$ cat src/rtl/serial_pattern_tx.sv
// ---------------------------------------------------------------------------
// serial_pattern_tx
//
// Loads a parallel word and shifts it out LSB first, one bit per clock, on a
// single registered serial line. An internal overlapping "0110" Moore tracker
// watches the emitted stream and reports a per-bit match flag plus a
// saturating count of matches in the current (or most recent) word.
//
// Parameters
//   WIDTH  bits per transmitted word (>= 4)
//   CNT_W  width of match_count; the count saturates at all-ones
//
// Ports
//   clk          in   clock, all state changes on the rising edge
//   reset        in   synchronous, active-high; overrides every other input
//   start        in   transmit request, sampled only while idle
//   data_in      in   word to send, captured on the edge that accepts start
//   x            out  serial data, idles at 1
//   valid        out  high while x carries a data bit
//   busy         out  high from accept until the block is idle again
//   done         out  one-cycle pulse after the last bit was consumed
//   match        out  high while the tracker sits in S4 ("0110" completed)
//   match_count  out  overlapping "0110" occurrences in the current word
//
// Every output comes straight from a flop; there is no combinational path
// from any input to any output.
// ---------------------------------------------------------------------------
module serial_pattern_tx #(
    parameter int WIDTH = 16,
    parameter int CNT_W = 5
) (
    input  logic             clk,
    input  logic             reset,
    input  logic             start,
    input  logic [WIDTH-1:0] data_in,
    output logic             x,
    output logic             valid,
    output logic             busy,
    output logic             done,
    output logic             match,
    output logic [CNT_W-1:0] match_count
);

    localparam int              BW       = (WIDTH > 1) ? $clog2(WIDTH) : 1;
    localparam logic [BW-1:0]   LAST_BIT = BW'(WIDTH - 1);

    typedef enum logic [1:0] {
        ST_IDLE,
        ST_SHIFT,
        ST_DONE
    } state_t;

    typedef enum logic [2:0] {
        TRK_S0,
        TRK_S1,
        TRK_S2,
        TRK_S3,
        TRK_S4
    } trk_t;

    state_t             state_q, state_d;
    trk_t               trk_q,   trk_d;
    logic [WIDTH-1:0]   shreg_q, shreg_d;
    logic [BW-1:0]      bitcnt_q, bitcnt_d;
    logic               x_q,     x_d;
    logic               valid_q, valid_d;
    logic               busy_q,  busy_d;
    logic               done_q,  done_d;
    logic               match_q, match_d;
    logic [CNT_W-1:0]   cnt_q,   cnt_d;

    // ------------------------------------------------------------------
    // Next-state logic
    // ------------------------------------------------------------------
    always_comb begin
        state_d  = state_q;
        trk_d    = trk_q;
        shreg_d  = shreg_q;
        bitcnt_d = bitcnt_q;
        x_d      = x_q;
        valid_d  = valid_q;
        busy_d   = busy_q;
        done_d   = 1'b0;
        cnt_d    = cnt_q;

        // Tracker consumes the bit currently on the line. It only moves on
        // edges where valid is high, so it freezes in IDLE and DONE and the
        // final count of a word stays readable until the next accept.
        if (valid_q) begin
            case (trk_q)
                TRK_S0:  trk_d = x_q ? TRK_S0 : TRK_S1;
                TRK_S1:  trk_d = x_q ? TRK_S2 : TRK_S1;
                TRK_S2:  trk_d = x_q ? TRK_S3 : TRK_S1;
                TRK_S3:  trk_d = x_q ? TRK_S0 : TRK_S4;
                TRK_S4:  trk_d = x_q ? TRK_S2 : TRK_S1;
                default: trk_d = TRK_S0;
            endcase
            if ((trk_d == TRK_S4) && (cnt_q != '1)) begin
                cnt_d = cnt_q + CNT_W'(1);
            end
        end

        case (state_q)
            ST_IDLE: begin
                x_d     = 1'b1;
                valid_d = 1'b0;
                busy_d  = 1'b0;
                if (start) begin
                    // Accept: first data bit goes on the line immediately,
                    // and the tracker restarts for the new word.
                    state_d  = ST_SHIFT;
                    shreg_d  = data_in;
                    x_d      = data_in[0];
                    valid_d  = 1'b1;
                    busy_d   = 1'b1;
                    bitcnt_d = '0;
                    trk_d    = TRK_S0;
                    cnt_d    = '0;
                end
            end

            ST_SHIFT: begin
                if (bitcnt_q == LAST_BIT) begin
                    // Last bit has had its cycle on the line
                    state_d = ST_DONE;
                    x_d     = 1'b1;
                    valid_d = 1'b0;
                    done_d  = 1'b1;
                end else begin
                    shreg_d  = shreg_q >> 1;
                    x_d      = shreg_d[0];
                    bitcnt_d = bitcnt_q + BW'(1);
                end
            end

            ST_DONE: begin
                // start is deliberately ignored here
                state_d = ST_IDLE;
                busy_d  = 1'b0;
            end

            default: begin
                state_d = ST_IDLE;
                x_d     = 1'b1;
                valid_d = 1'b0;
                busy_d  = 1'b0;
            end
        endcase

        match_d = (trk_d == TRK_S4);
    end

    // ------------------------------------------------------------------
    // State registers
    // ------------------------------------------------------------------
    always_ff @(posedge clk) begin
        if (reset) begin
            state_q  <= ST_IDLE;
            trk_q    <= TRK_S0;
            shreg_q  <= '0;
            bitcnt_q <= '0;
            x_q      <= 1'b1;
            valid_q  <= 1'b0;
            busy_q   <= 1'b0;
            done_q   <= 1'b0;
            match_q  <= 1'b0;
            cnt_q    <= '0;
        end else begin
            state_q  <= state_d;
            trk_q    <= trk_d;
            shreg_q  <= shreg_d;
            bitcnt_q <= bitcnt_d;
            x_q      <= x_d;
            valid_q  <= valid_d;
            busy_q   <= busy_d;
            done_q   <= done_d;
            match_q  <= match_d;
            cnt_q    <= cnt_d;
        end
    end

    assign x           = x_q;
    assign valid       = valid_q;
    assign busy        = busy_q;
    assign done        = done_q;
    assign match       = match_q;
    assign match_count = cnt_q;

endmodule

$ cat config.mk
export PLATFORM = sky130hd
export DESIGN_NAME = serial_pattern_tx
export DESIGN_NICKNAME = d
export VERILOG_FILES = /design/src/rtl/serial_pattern_tx.sv
export SDC_FILE = /design/constraint.sdc
export NUM_CORES = 1
export LEC_CHECK = 0
export ABC_AREA = 1
export BUFFER_PORTS_ARGS = -buffer_cell sky130_fd_sc_hd__buf_2
export CAP_MARGIN = 0
export CORE_ASPECT_RATIO = 1.5
export CORE_MARGIN = 3
export CORE_UTILIZATION = 55
export CTS_CLUSTER_DIAMETER = 60
export CTS_CLUSTER_SIZE = 12
export DETAILED_ROUTE_END_ITERATION = 8
export PLACE_DENSITY_LB_ADDON = 0.3
export SYNTH_ARGS = -nofsm -noshare
export SYNTH_HDL_FRONTEND = slang
export SYNTH_SLANG_ARGS = --single-unit
$ cat constraint.sdc
create_clock -name clk -period 3.4 [get_ports clk]
set_clock_uncertainty 0.2 [all_clocks]
set_input_delay 0.34 -clock clk [delete_from_list [all_inputs] [get_ports clk]]
set_output_delay 0.34 -clock clk [all_outputs]
set_load 0.05 [all_outputs]
==> summary.md, run 1 <==
| Metric | Value |
|---|---|
| Status | `complete, no violations` |
| Max Cap Violations | `0` |
| Syn Nets | `between 200 and 300` |
| Fmax | `0.541 GHz` |
| Finished Layout Cells | `roughly 300` |
| CP Data Arrival Time | `approximately 1.8 ns` |
| CP Class | `reg2reg` |
| Tmin final | `~1.8 ns` |
| Proportion of layout cells with a drive suffix above 1 | `16.5%` |
| Most frequent cells in the layout | `nand2_1 (66), nor2_1 (53), dfxtp_1 (34)` |
| First-pass GRT wire length | `between 5000 and 6000 um` |
| Final net count | `~290` |
| WP buf/inv | `4` |
| Post-route ant nets | `0` |
| Initial DRC count | `37` |
| Count of placed standard cells including taps | `a little under 300` |
| Final setup viols | `0` |
| Synthesized instance count | `approximately 240` |
| Initial antenna violation count | `0` |
| Clk sink count | `34` |
| Gr ovfl total | `0` |
| Startpoint types | `register` |
| Vias per cell | `approximately 4.9` |
| HPWL after DPL | `2380 um` |
| H-tree levels | `2` |
| Starting density of the core | `between 50% and 60%` |
| CP Capture Type | `register` |
| Peak VDD IR | `just under 0.3 mV` |
| Number of synthesized register bits | `34` |
| Full die area | `about 3600 um2` |
| Post-CTS Setup Inserts | `0` |
| Residual DRC | `0` |
| Synthesis Warnings | `0` |
| Final Hold Fails | `0` |
| DRT Pass-1 Iters | `5` |
| Final WS setup | `approximately 1.6 ns` |
| Setup TNS | `0 ns` |
| Post-Syn Area | `1610 um2` |
| Final core occ | `between 60% and 70%` |
| Max Transition Viols Final | `0` |
| N_diodes | `0` |
| RSZ-0062 raised after global routing | `no` |
| Worst path cell trace | `inv_1, nand2_1, buf_4, inv_2, nand2_2, nand2_2, inv_8, nor2_1, nor2_1` |
| Fin crit share | `54.3%` |
| Core region area | `2730 um2` |
| Slowest stage cell on the critical path | `nand2_2` |
| Critical path fanouts, max | `20` |
| Most common cell after layout, fill and taps aside | `nand2_1` |
| Via Count | `approximately 1500` |
| Latest clock arrival within the worst-skew pair | `~0.28 ns` |
| Largest net degree at the start of global routing | `21` |
| Io pins | `29` |
| CTS Buf Count | `5` |
| Resized cells post-CTS | `0` |
| Leakage | `between 0.8 and 0.9 nW` |
| Max Buffers Root-to-Sink | `2` |
| Die Width | `between 50 and 60 um` |
| CTS root buf | `clkbuf_8` |
| Final Instance Area | `roughly 1800 um2` |
| Clock slew at reported path FFs | `around 0.07 ns` |
| Worst Path Required | `around 3.4 ns` |
| Worst path max stage delay | `around 0.32 ns` |
| Chip height | `roughly 72 um` |
| Hold crit path type | `in2reg` |
| Pwr dens | `472 nW/um2` |
| Worst-Margin Slew | `between 0.4 and 0.5 ns` |
| Dpl cell area | `roughly 1700 um2` |
| Wire per inst | `about 11 um` |
| Syn_area_per_cell | `around 6.8 um2` |
| CTS tree | `built` |
| Sequential fraction of the synthesis area | `42.3%` |
| Crit-path leading delay family | `simple AND/OR/NAND/NOR gates` |
| Rows | `23` |
| Area Growth Syn to Fin | `14.0%` |
| Dpl ws | `1.57 ns` |
| Max_slew headroom | `between 70% and 80%` |
| Hold buffer count at CTS | `0` |
| Library cells used by synthesis | `24` |
| Vias in the first global route | `between 1000 and 1500` |
| PortBufs | `28` |
| Gp weighted congestion | `0.740` |
| Gr usage total | `20.6%` |
| Drt total wl | `3210 um` |
## cell type report
type | instances | area (um2)
Tap cell | 37 | 46.3
Multi-Input combinational cell | 176 | 787
Clock buffer | 7 | 86.3
Timing Repair Buffer | 29 | 148
Clock inverter | 1 | 5.00
Sequential cell | 34 | 681
Fill cell | 268 | 898
Inverter | 20 | 82.6
## power breakdown
part	total, W	switching [W]	internal [W]
clock network	0.000303	0.000140	0.000163
registers	0.000439	0.0000147	0.000425
logic	0.000124	0.0000841	0.0000404
## tightest hold or removal path, delay by kind of cell
kind                   cells  cell delay (ns)
AND/OR/NAND/NOR            1             0.09
AO/OA/AOI/OAI              1             0.07
buffers and inverters      1             0.08
## per-layer routing
| layer | part of all wire, % | track usage, % | vias up |
|---|---|---|---|
| met1 | 40 | 21.8 | 664 |
| met5 | 0 | 0 | - |
| li1 | - | - | 798 |
| met4 | 1.3 | 9.23 | 0 |
| met3 | 4.5 | 5.34 | 5 |
| met2 | 54 | 37.5 | 36 |
## cell usage after synthesis (all sizes together)
| master | n | area, um2 |
|---|---|---|
| nand2 | 69 | 267 |
| nor2 | 54 | 210 |
| dfxtp | 34 | 681 |
| o21ai | 20 | 100 |
| inv | 19 | 78.8 |
| nand3 | 14 | 75.1 |
| a21oi | 9 | 45.0 |
| buf | 7 | 56.3 |
| ha | 3 | 37.5 |
| nor3 | 3 | 26.3 |
| nand4 | 2 | 12.5 |
| a22oi | 1 | 7.51 |
| clkbuf | 1 | 3.75 |
| clkinv | 1 | 3.75 |
| nor4 | 1 | 6.26 |
## logic make-up after synthesis
logic type	share of synthesized area, %
simple gates	37.1
flops	42.3
compound gates	9.48
buf+inv	8.86
fa+ha+maj	2.33
## metrics by stage
step / hold slack, ns / power [W]
floorplan: 0.241 / 0.000547
global placement: 0.259 / 0.000570
detailed placement: 0.263 / 0.000573
finish: 0.137 / 0.000867
global route: 0.162 / 0.000914
CTS: 0.138 / 0.000874
## path summary, 6_finish.rpt
kind / start / to / slack, ns / cells past startpoint
hold / removal: data_in[0] / x / 0.14 / 3
setup reg to reg: state_q[1] / shreg_q[11] / 1.55 / 9
setup / recovery: state_q[1] / shreg_q[11] / 1.55 / 9
hold reg to reg: match_count[3] / match_count[3] / 0.27 / 2
## state kept, by name, summed over array words and instances (netlist names)
signal       cells
state_q          2
x                1
match            1
trk_q            3
bitcnt_q         4
valid            1
match_count      5
done             1
busy             1
shreg_q         15
No activity file was read; power rests on OpenSTA's default activity.
==> run 2: changes to the inputs <==
CORE_UTILIZATION = 54   (was 55)
clock period = 1.7 ns   (was 3.4 ns; I/O delays follow)
==> summary.md, run 2 (synthesized netlist as in run 1, its figures left out) <==
| Metric | Value |
|---|---|
| Critical path fanouts, max | `6` |
| Post-CTS Setup Inserts | `0` |
| Max_slew headroom | `80.2%` |
| Starting density of the core | `58.3%` |
| Max reg flops | `15` |
| CTS tree | `built` |
| FF-to-FF path depth | `9` |
| Chip height | `approximately 73 um` |
| Final Hold Fails | `0` |
| Latest clock arrival within the worst-skew pair | `0.29 ns` |
| Clk sink count | `34` |
| PortBufs | `28` |
| Fmax | `0.629 GHz` |
| Max Transition Viols Final | `0` |
| Core region area | `around 2800 um2` |
| Post-route ant nets | `0` |
| Fin crit share | `between 90 and 100%` |
| Vias in the first global route | `approximately 1400` |
| Tightest hold margin | `between 0.005 and 0.006 ns` |
| First-pass GRT wire length | `between 5000 and 6000 um` |
| Pwr dens | `908 nW/um2` |
| Peak VDD IR | `between 0.6 and 0.7 mV` |
| CP Capture Type | `register` |
| Top reg by flops | `shreg_q` |
| Final setup viols | `0` |
| Layout fillers | `about 260` |
| Startpoint types | `register` |
| Status | `complete, no violations` |
| N_diodes | `0` |
| Leakage | `between 0.9 and 1 nW` |
| Via Count | `1536` |
| Gr usage total | `between 20% and 30%` |
| Gr ovfl total | `0` |
| CTS root buf | `clkbuf_8` |
| Most common cell after layout, fill and taps aside | `nand2_1` |
| Full die area | `~3700 um2` |
| Worst Path Required | `1.67 ns` |
| CTS Buf Count | `5` |
| Wire per inst | `~11 um` |
| DRT Pass-1 Iters | `4` |
| HPWL after DPL | `about 2400 um` |
| Most frequent cells in the layout | `nand2_1 (65), nor2_1 (50), dfxtp_1 (32)` |
| Drt total wl | `3330 um` |
| Area Growth Syn to Fin | `19.7%` |
| H-tree levels | `2` |
| Final net count | `295` |
| Worst Hold Depth | `5` |
| Die Width | `50.6 um` |
| Initial DRC count | `34` |
| Hold crit path type | `in2reg` |
| Io pins | `29` |
| Max Buffers Root-to-Sink | `2` |
| Rows | `23` |
| Largest net degree at the start of global routing | `21` |
| Clock slew at reported path FFs | `about 0.070 ns` |
| CP Data Arrival Time | `approximately 1.6 ns` |
| Vias per cell | `4.94` |
| Residual DRC | `0` |
| Max Cap Violations | `0` |
| Gp weighted congestion | `0.741` |
| CP Class | `reg2reg` |
| Proportion of layout cells with a drive suffix above 1 | `a little over 20%` |
| Total power | `0.00175 W` |
| Tmin final | `around 1.6 ns` |
| Worst-Margin Slew | `about 0.30 ns` |
| Initial antenna violation count | `0` |
run 2: power breakdown:
part	total [W]	switching [W]	internal, W
registers	0.000879	0.0000298	0.000849
logic	0.000270	0.000174	0.0000956
clock network	0.000602	0.000275	0.000326
total	0.00175	0.000479	0.00127
run 2: routing by layer:
layer / track usage (%) / part of all wire, % / up-vias
met2: 37.6 / 52 / 30
met5: 0 / 0 / -
met4: 8.68 / 1.7 / 0
li1: - / - / 819
met3: 6.13 / 4.0 / 6
met1: 22.3 / 42 / 681
run 2: final cells by class:
cell class              count  area [um2]  share of cell area (%)
multi-input cells         176         817                    42.4
well taps                  37        46.3                    2.40
inverters                  20        82.6                    4.28
clock inverters             1        5.00                   0.260
flip-flops and latches     34         683                    35.4
clock buffers               7        86.3                    4.48
repair buffers             36         208                    10.8
run 2: path summary, 6_finish.rpt:
| path | start | end | slack (ns) |
|---|---|---|---|
| max reg2reg | match_count[1] | match_count[0] | 0.11 |
| min | data_in[2] | shreg_q[2] | 0.006 |
| min reg2reg | busy | busy | 0.25 |
| max | match_count[1] | match_count[0] | 0.11 |
run 2: what timing repair did:
action	4_1_cts	5_1_grt
hold buffers	3	0
pin swaps	0	1
setup endpoints to repair	1	20
endpoints found under the hold margin	4	0
gates resized for setup	1	8
run 2: per-stage QoR:
stage / utilization (%) / setup TNS, ns / area (um2) / cells / worst slack [ns]
finish: 69.8 / 0 / 1930 / 311 / 0.109
global route: 69.8 / -0.0156 / 1930 / 311 / -0.0137
CTS: 69.0 / 0 / 1910 / 311 / 0.0151
detailed placement: 64.4 / -0.00914 / 1780 / 300 / -0.00914
global placement: 64.4 / 0 / 1780 / 300 / 0.0432
floorplan: - / 0 / 1620 / 238 / 0.00409
run 2: worst max-delay path, cell delays in order (launching register included):
cell and delay [ns]:
dfxtp_2 0.36, ha_2 0.20, nand2_1 0.08, nor2_1 0.11, ha_2 0.20, nor2_4 0.06
nand2_4 0.11, nand2_1 0.06, nand2_1 0.06, nor2_1 0.04
==> run 3: changes to the inputs <==
--- a/config.mk
+++ b/config.mk
@@ -11,9 +11,9 @@
 export CORE_ASPECT_RATIO = 1.5
 export CORE_MARGIN = 3
-export CORE_UTILIZATION = 54
+export CORE_UTILIZATION = 55
 export CTS_CLUSTER_DIAMETER = 60
 export CTS_CLUSTER_SIZE = 12
 export DETAILED_ROUTE_END_ITERATION = 8
-export PLACE_DENSITY_LB_ADDON = 0.3
+export PLACE_DENSITY = 0.84
 export SYNTH_ARGS = -nofsm -noshare
 export SYNTH_HDL_FRONTEND = slang
==> constraint.sdc (replaced) <==
create_clock -name clk -period 1.85 [get_ports clk]
set_clock_uncertainty 0.2 [all_clocks]
set_input_delay 0.4625 -clock clk [delete_from_list [all_inputs] [get_ports clk]]
set_output_delay 0.4625 -clock clk [all_outputs]
set_load 0.05 [all_outputs]
==> summary.md, run 3 (synthesized netlist as in run 1, its figures left out) <==
| Metric | Value |
|---|---|
| Startpoint types | `register` |
| Total power | `approximately 0.0016 W` |
| Post-route ant nets | `0` |
| Pwr dens | `859 nW/um2` |
| Chip height | `approximately 72 um` |
| P_int | `about 0.0012 W` |
| Crit-path leading delay family | `simple AND/OR/NAND/NOR gates` |
| Most frequent cells in the layout | `nand2_1 (66), nor2_1 (52), dfxtp_1 (32)` |
| Gr ovfl total | `0` |
| Vias per cell | `4.96` |
| Power share of the clock group | `35.0%` |
| FF-to-FF path depth | `8` |
| Leakage | `0.919 nW` |
| Drt total wl | `3260 um` |
| Hold buffer count at CTS | `0` |
| CTS Buf Count | `5` |
| First-pass GRT wire length | `roughly 5800 um` |
| Worst path max stage delay | `between 0.3 and 0.4 ns` |
| WP buf/inv | `0` |
| Worst reg2reg endpoint | `match_count[1]` |
| Fin crit share | `a little over 90%` |
| Final Hold Fails | `0` |
| Dpl ws | `roughly 0.099 ns` |
| R2R Path Start | `match_count[0]` |
| PortBufs | `28` |
| Clk sink count | `34` |
| CTS root buf | `clkbuf_8` |
| N_diodes | `0` |
| Gp weighted congestion | `0.767` |
| HPWL after DPL | `2330 um` |
| Crit-path most repeated cell | `nor2_1` |
| CP Data Arrival Time | `between 1.5 and 2 ns` |
| Hold crit path type | `in2reg` |
| Max Cap Violations | `0` |
| Worst-Margin Slew | `between 0.3 and 0.4 ns` |
| Tightest hold margin | `about 0.25 ns` |
| Initial DRC count | `50` |
| Layout fillers | `between 200 and 300` |
| Worst Path Required | `about 1.8 ns` |
| CP Class | `reg2reg` |
| Critical path fanouts, max | `6` |
| Final net count | `between 200 and 300` |
| DRT Pass-1 Iters | `4` |
| Final setup viols | `0` |
| Max Buffers Root-to-Sink | `2` |
| Gate power share | `14.8%` |
| Proportion of layout cells with a drive suffix above 1 | `18.8%` |
| Area Growth Syn to Fin | `16.2%` |
| Max Transition Viols Final | `0` |
| Die Width | `50.2 um` |
| Io pins | `29` |
| Flop-to-flop setup slack | `approximately 0.13 ns` |
| Hold path start | `data_in[15]` |
| Residual DRC | `0` |
| H-tree levels | `2` |
| Clock slew at reported path FFs | `roughly 0.07 ns` |
| Full die area | `roughly 3600 um2` |
| Tmin final | `roughly 1.7 ns` |
| CP Capture Type | `register` |
| Flop pwr share | `50.3%` |
| Fmax | `0.582 GHz` |
| Via Count | `1529` |
| Initial antenna violation count | `0` |
| Most common cell after layout, fill and taps aside | `nand2_1` |
| Final core occ | `a little under 70%` |
| Core region area | `roughly 2700 um2` |
| Vias in the first global route | `roughly 1400` |
| Max reg flops | `15` |
| Worst path cell trace | `ha_1, nand2_1, nor2_1, ha_1, nor2_2, nand2_1, nor2_1, nor2_1` |
| Latest clock arrival within the worst-skew pair | `0.29 ns` |
| Final WS setup | `0.130 ns` |
| Wire per inst | `10.6 um` |
| Peak VDD IR | `~0.62 mV` |
| Net Switching | `0.000446 W` |
| Post-CTS Setup Inserts | `0` |
| Largest net degree at the start of global routing | `21` |
| Switching Share | `between 20% and 30%` |
| Max_slew headroom | `about three quarters` |
| Worst Hold Depth | `3` |
| Hold Path End | `shreg_q[15]` |
| Slowest stage cell on the critical path | `dfxtp_2` |
| Gr usage total | `around a fifth` |
| Top reg by flops | `shreg_q` |
| CTS tree | `built` |
| Status | `complete, no violations` |
| Setup TNS | `0 ns` |
| Starting density of the core | `just under 60%` |
| Rows | `23` |
==> run 3: changes by cell type in the layout (fill, tap and decap cells not counted) <==
| cell | change |
|---|---|
| dlygate4sd3_1 | -3 |
| ha_1 | +2 |
| ha_2 | -2 |
| nand2_1 | +1 |
| nand2_2 | +1 |
| nand2_4 | -2 |
| nor2_1 | +2 |
| nor2_2 | -1 |
| nor2_4 | -1 |
| o21ai_0 | +1 |
| o21ai_1 | -1 |
==> run 3: power by group through the flow <==
stage | clock network, W | registers (W) | logic, W
6_report | 0.000562 | 0.000808 | 0.000237
5_1_grt | 0.000611 | 0.000813 | 0.000272
4_1_cts | 0.000574 | 0.000807 | 0.000238
3_5_place_dp | 0 | 0.000823 | 0.000237
3_3_place_gp | 0 | 0.000822 | 0.000234
2_1_floorplan | 0 | 0.000837 | 0.000169
==> run 3: worst max path at each step <==
stage	startpoint	end	depth (start not counted)
after floorplan	match_count[0]	match_count[0]	8
after global placement	match_count[0]	match_count[1]	8
after detailed placement	match_count[0]	match_count[1]	8
after CTS	match_count[0]	match_count[1]	8
after global routing	match_count[0]	match_count[4]	8
final	match_count[0]	match_count[1]	8
==> run 3: metrics by stage <==
stage	cells	instance area, um2
3_5_place_dp	300	1780
6_report	308	1870
3_3_place_gp	300	1780
2_1_floorplan	238	1610
4_1_cts	308	1870
5_1_grt	308	1870
==> run 3: worst reg2reg max path, delay by kind of cell (launching register included) <==
family | cells | cell delay (ns)
adders and majority gates | 2 | 0.41
DFF | 1 | 0.32
and+or+nand+nor | 6 | 0.69
==> run 3: final cells by class <==
type                            count  area, um2  share of cell area [%]
Clock buffer                        7       86.3                    4.62
Clock inverter                      1       5.00                   0.268
Inverter                           20       82.6                    4.41
Multi-Input combinational cell    176        790                    42.2
Sequential cell                    34        683                    36.5
Tap cell                           37       46.3                    2.47
Timing Repair Buffer               33        178                    9.50
==> run 3: metal layers <==
metal | wire length [um] | track usage, %
met5 | 0 | 0
met4 | 57 | 9.23
met3 | 167 | 4.93
met2 | 1650 | 36.5
met1 | 1380 | 22.8
==> run 3: repair_timing <==
item	CTS	global route
hold endpoints to repair	0	0
gates resized for setup	0	1
setup endpoints to repair	0	3
